## config.mk

```make
export PLATFORM = sky130hd
export DESIGN_NAME = ppa_chunk_sequencer
export DESIGN_NICKNAME = d
export VERILOG_FILES = /design/src/rtl/ppa_seq_pkg.sv /design/src/rtl/ppa_chunk_sequencer.sv
export SDC_FILE = /design/constraint.sdc
export NUM_CORES = 1
export LEC_CHECK = 0
export ABC_AREA = 1
export BUFFER_PORTS_ARGS = -buffer_cell sky130_fd_sc_hd__buf_2
export CAP_MARGIN = 20
export CORE_MARGIN = 4
export CORE_UTILIZATION = 40
export DETAILED_ROUTE_END_ITERATION = 7
export SLEW_MARGIN = 10
export SYNTH_ARGS = -nofsm -noshare
export SYNTH_HDL_FRONTEND = slang
export SYNTH_SLANG_ARGS = --single-unit
```

## constraint.sdc

```tcl
create_clock -name clk -period 3.37 [get_ports clk]
set_input_delay 0.337 -clock clk [delete_from_list [all_inputs] [get_ports clk]]
set_output_delay 0.337 -clock clk [all_outputs]
set_load 0.02 [all_outputs]
```

## src/rtl/ppa_seq_pkg.sv

```systemverilog
// Shared types and helpers for ppa_chunk_sequencer.
package ppa_seq_pkg;

    typedef enum logic [1:0] {
        IDLE = 2'd0,
        RUN  = 2'd1,
        DONE = 2'd2
    } seq_state_e;

    // Chunk index width; a single-chunk build still needs a 1-bit index.
    function automatic int idx_width(input int chunks);
        return (chunks <= 1) ? 1 : $clog2(chunks);
    endfunction

endpackage

```

## src/rtl/ppa_chunk_sequencer.sv

```systemverilog
// Wide adder sequencer: splits an N-bit add into CHUNKS passes through an
// external WIDTH-bit adder, LSB chunk first, chaining the carry.
// Optional macro PPA_SEQ_OVF_EN adds the out_ovf two's-complement overflow port.
//
// state | meaning
// IDLE  | waiting for an operand pair, adder inputs forced to 0
// RUN   | one chunk per cycle through the external adder
// DONE  | result presented, held until out_ready
module ppa_chunk_sequencer
    import ppa_seq_pkg::*;
#(
    parameter int WIDTH  = 7,
    parameter int CHUNKS = 4
) (
    input  logic                    clk,
    input  logic                    rst,
    input  logic                    in_valid,
    output logic                    in_ready,
    input  logic [WIDTH*CHUNKS-1:0] in_a,
    input  logic [WIDTH*CHUNKS-1:0] in_b,
    input  logic                    in_cin,
    output logic                    out_valid,
    input  logic                    out_ready,
    output logic [WIDTH*CHUNKS-1:0] out_sum,
    output logic                    out_cout,
`ifdef PPA_SEQ_OVF_EN
    output logic                    out_ovf,
`endif
    output logic [WIDTH-1:0]        add_a,
    output logic [WIDTH-1:0]        add_b,
    output logic                    add_cin,
    input  logic [WIDTH-1:0]        add_s,
    input  logic                    add_cout
);

    localparam int N    = WIDTH * CHUNKS;
    localparam int IDXW = idx_width(CHUNKS);
    localparam logic [IDXW-1:0] LAST_IDX = IDXW'(CHUNKS - 1);

    seq_state_e      state_q, state_d;
    logic [IDXW-1:0] idx;
    logic            carry;
    logic [N-1:0]    a_reg, b_reg;
    logic            accept;
    logic            last_chunk;

    assign accept     = (state_q == IDLE) && in_valid;
    assign last_chunk = (idx == LAST_IDX);

    // State register.
    always_ff @(posedge clk or posedge rst) begin
        if (rst) begin
            state_q <= IDLE;
        end else begin
            state_q <= state_d;
        end
    end

    // Next-state, handshake outputs and adder operand mux.
    always_comb begin
        state_d   = state_q;
        in_ready  = 1'b0;
        out_valid = 1'b0;
        add_a     = '0;
        add_b     = '0;
        add_cin   = 1'b0;
        unique case (state_q)
            IDLE: begin
                in_ready = 1'b1;
                if (in_valid) state_d = RUN;
            end
            RUN: begin
                for (int c = 0; c < CHUNKS; c++) begin
                    if (idx == IDXW'(c)) begin
                        add_a = a_reg[c*WIDTH +: WIDTH];
                        add_b = b_reg[c*WIDTH +: WIDTH];
                    end
                end
                add_cin = carry;
                if (last_chunk) state_d = DONE;
            end
            DONE: begin
                out_valid = 1'b1;
                if (out_ready) state_d = IDLE;
            end
            default: state_d = IDLE;
        endcase
    end

    // Operand capture, chunk counter, carry chain and result assembly.
    always_ff @(posedge clk or posedge rst) begin
        if (rst) begin
            a_reg    <= '0;
            b_reg    <= '0;
            idx      <= '0;
            carry    <= 1'b0;
            out_sum  <= '0;
            out_cout <= 1'b0;
        end else if (accept) begin
            a_reg <= in_a;
            b_reg <= in_b;
            carry <= in_cin;
            idx   <= '0;
        end else if (state_q == RUN) begin
            for (int c = 0; c < CHUNKS; c++) begin
                if (idx == IDXW'(c)) out_sum[c*WIDTH +: WIDTH] <= add_s;
            end
            carry <= add_cout;
            if (last_chunk) begin
                out_cout <= add_cout;
            end else begin
                idx <= idx + 1'b1;
            end
        end
    end

`ifdef PPA_SEQ_OVF_EN
    // Signed overflow is judged from the top chunk's sum bit on the final pass.
    always_ff @(posedge clk or posedge rst) begin
        if (rst) begin
            out_ovf <= 1'b0;
        end else if (state_q == RUN && last_chunk) begin
            out_ovf <= (a_reg[N-1] == b_reg[N-1]) && (add_s[WIDTH-1] != a_reg[N-1]);
        end
    end
`endif

endmodule

```

# == Yosys cells after proc, flatten, opt, wreduce, memory -nomap -nowiden ==
# Cells that the tools add are included.
# word_totals
ff_bits,90
inputBits,69
output_inout_bits,46
elab_cells,53
# op_classes
addsub,1
n_eq_ne,9
n_mux,22
bitwise,1
n_reduce_logical,10
# op_table
cell,count
$mux W7,10
$reduce_and A3 Y1,5
$mux W2,6
$ne A2 B2 Y1 const B,4
$eq A2 B2 Y1 const B,3
$pmux W2 S3,1
$mux W1,5
$eq A2 B1 Y1 const B,2
$logic_not A2 Y1,2
$add A2 B1 Y2 const B,1
$reduce_and A2 Y1,1
$reduce_bool A2 Y1,1
$logic_and A1 B1 Y1,1
$not A1 Y1,1

# == Longest topological paths before layout ==
# logic_depth
depth_word,6
ltp_mapped,8
mapped_depth_nobuf,7

# == Worst setup path after synthesis ==
# OpenSTA, ideal clock, no wires.
# synth_timing
path_kind,flip-flop to output port
start,register idx[0]
end,output add_a[0]
arrival_ns,1.509
required_ns,3.033
slack_ns,1.524
path_stages_with_launch,8
path_buffers,2
cell_sequence,dfrtp_1 > inv_1 > ha_1 > clkbuf_2 > inv_1 > buf_2 > nand3_1 > a21oi_1
# synth_between
elab_chain_len,6
elab_cells_between_ends,9
classes_between,eq/ne: 3; mux: 5; reduce/logical: 1
# synth_lines
item,line_no,text
from (decl),ppa_chunk_sequencer.sv:41,logic [IDXW-1:0] idx;
from (signal assigned),ppa_chunk_sequencer.sv:112,idx <= idx + 1'b1;
$logic_not A2 Y1,ppa_chunk_sequencer.sv:74,if (idx == IDXW'(c)) begin
$mux W7 (3 in series),ppa_chunk_sequencer.sv:74,
$mux W7 (*),ppa_chunk_sequencer.sv:74,
$mux W7 (*),ppa_chunk_sequencer.sv:67,unique case (state_q)
to (decl),ppa_chunk_sequencer.sv:29,"output logic [WIDTH-1:0] add_a,"
# Every way passes the cells marked *; elsewhere a longest branch is shown, timed or not.

# == Worst setup path in the final report ==
# layout_timing
start,register idx[1]
end,output add_a[5]
# The elaborated chain is that of the path after synthesis.

==> results.json <==
{
  "period_share": 0.850,
  "cts.clk_slew.worst_paths_ns": 0.08,
  "r2r_end": "out_sum[25]$_DFFE_PP0P_",
  "yosysTopAreaCellShare": 0.545,
  "clock_path_buffers": 2,
  "stdcell_count": 734,
  "wl_met2_um": 5000,
  "crit_chain": "inv_1 -> ha_1 -> inv_1 -> nand2_1 -> nand3_1 -> a21oi_1 -> buf_2",
  "cts-root-buf": "clkbuf_8",
  "slew_headroom": 0.571,
  "hold_path_class": "in2async",
  "crit_arrival_ns": 2.53,
  "drv_slew": 0,
  "cts_hold_buf": 0,
  "antenna_cells": 0,
  "synth_edf_count": 0,
  "synth_top_area_cell": "dfrtp_1",
  "clock_skew_ns": 0.00584,
  "r2r_start": "idx[1]$_DFFE_PP0P_",
  "r2r_setup_slack_ns": 1.50,
  "cp_slowest_cell": "ha_1",
  "synth_most_common_cell": "nand2_1",
  "port_buffers": 114,
  "ys_top_cells_by_area": "dfrtp_1, nand2_1, nand3_1",
  "power_density_nw_per_um2": 1040,
  "nFillCells": 988,
  "syn_nets": 568,
  "design.die.area_sq_um": 12000,
  "synthArstFlopShare": 1.00,
  "status": "finished, final reports clean",
  "rows": 36,
  "coreArea_sq_um": 9910,
  "cpMostUsedCell": "inv_1",
  "synth_area_sq_um": 4130,
  "post_cts_resized": 0,
  "wl_met1_um": 4920,
  "cap_violations": 0,
  "wl_met3_um": 694,
  "crit_family": "buffers and inverters",
  "antenna_found_initial": 0,
  "ys.flop_type": "dfrtp_1",
  "area_delta_synth_final_pct": 19.6,
  "drtIter0Drc": 215,
  "avgSynthCellArea_sq_um": 8.34,
  "finalWirelength_um": 10900,
  "grt_pass1_wl_um": 17100,
  "crit_buf_inv": 3,
  "max_freq_ghz": 0.349,
  "syn_inst": 495,
  "drive_above_1_share": 0.253,
  "die_w_um": 110,
  "placed_area_sq_um": 4750,
  "cts_tree": "built",
  "synthTopCellsByCount": "nand2_1, dfrtp_1, nand3_1, a21oi_1, o21ai_1",
  "pre_cts_slack_ns": 0.935,
  "gp_congestion": 0.887,
  "hold_slack_ns": 0.000120,
  "postCtsSetupRepairBufs": 0,
  "synth.yosys.seq_area_share": 0.545,
  "critPathKind": "reg2out",
  "overflow": 0,
  "grt_max_degree": 39,
  "vias": 3608,
  "dp_cells": 719,
  "final.setup.tns_ns": 0,
  "yosysUniqueCellTypes": 24,
  "fp.dieH_um": 110,
  "ir_drop_mv": 0.473,
  "nets": 670,
  "max_stage_delay_ns": 0.57,
  "dp_hpwl_um": 7950,
  "grt_pass1_vias": 3438,
  "htreeDepth": 3,
  "fin_area_sq_um": 4940,
  "yosys_warnings": 0,
  "grt_usage": 0.187,
  "crit_path_start_kind": "flop",
  "cts.sinks": 90,
  "r2r_cells": 6,
  "drcViolationCount": 0,
  "cts_inserted_buffers": 9,
  "setup_violations": 0,
  "critPathMaxFanout": 16,
  "wl_per_cell_um": 14.8,
  "total_leakage_power_nw": 2.72,
  "top_layer": "met4",
  "power_mw": 5.14,
  "period_needed_ns": 2.87,
  "io_pins": 115,
  "hold_viol": 0,
  "cp-end-kind": "primary output",
  "via_per_inst": 4.92,
  "first_pass_iters": 4,
  "tightestPinTransition_ns": 0.644,
  "rsz0062_at_grt": "no",
  "ant_nets": 0,
  "required_ns": 3.03,
  "setup_ws_ns": 0.504,
  "start_util": 0.417,
  "clk_latency_ns": 0.36,
  "final_util": 0.498,
  "synth-seq-cells": 90
}
cells by family (layout without fill, tap and decap cells):
logic type | count (synthesis) | count (layout) | synth area share
AO/OA/AOI/OAI | 77 | 77 | 0.0967
adder cells (fa/ha/maj) | 4 | 4 | 0.0121
flip-flops | 90 | 90 | 0.545
buffers and inverters | 60 | 166 | 0.0730
AND/OR/NAND/NOR | 264 | 264 | 0.273
cells in the final DEF (no fill, tap or decap):
master	count
buf_4	7
clkinv_4	1
clkbuf_8	9
clkinvlp_4	1
inv_2	2
inv_1	25
bufinv_16	1
nand2_1	171
inv_4	1
o21ai_2	3
o21ai_0	2
nand2_2	3
nor2_4	2
buf_12	1
nand2_4	3
nor2_1	21
clkinv_2	3
o31ai_1	1
nor2_8	1
o21ai_1	35
ha_1	4
nand3_1	63
clkbuf_1	1
a21oi_1	36
buf_2	114
dfrtp_1	90
how the worst max path moves through the flow:
stage,start,end,slack [ns],cells after the start
6_report,idx[1]$_DFFE_PP0P_,add_a[5],0.50,7
5_1_grt,idx[1]$_DFFE_PP0P_,add_b[6],0.32,7
4_1_cts,idx[1]$_DFFE_PP0P_,add_a[5],0.53,7
3_5_place_dp,idx[1]$_DFFE_PP0P_,add_a[5],0.93,7
3_3_place_gp,idx[1]$_DFFE_PP0P_,add_b[6],0.99,7
2_1_floorplan,rst,a_reg[0]$_DFFE_PP0P_,0.70,1
per-layer routing:
layer	global-route usage	up-vias
met5	0	-
met4	0.0695	0
met3	0.0435	17
met2	0.290	120
met1	0.256	1682
li1	-	1789
power by group:
part           internal [mW]  total [mW]  switching, mW
clock                  0.338       0.713          0.376
combinational          0.807        2.54           1.73
sequential              1.60        1.89          0.286
total                   2.75        5.14           2.40
cell type report:
class	count	area (sq um)	share of cell area
Tap cell	133	166	0.0337
Clock inverter	5	56.3	0.0114
Multi-Input combinational cell	345	1580	0.320
Clock buffer	10	128	0.0258
Inverter	29	113	0.0228
Sequential cell	90	2250	0.456
Timing Repair Buffer	122	643	0.130
worst reg2reg max path, stage by stage (launching register included):
cell and delay, ns:
dfrtp_1 0.40, ha_1 0.46, inv_1 0.38, nor2_4 0.27, inv_4 0.12, nand2_1 0.08
o21ai_1 0.06
Power figures use the tool's default switching activity.
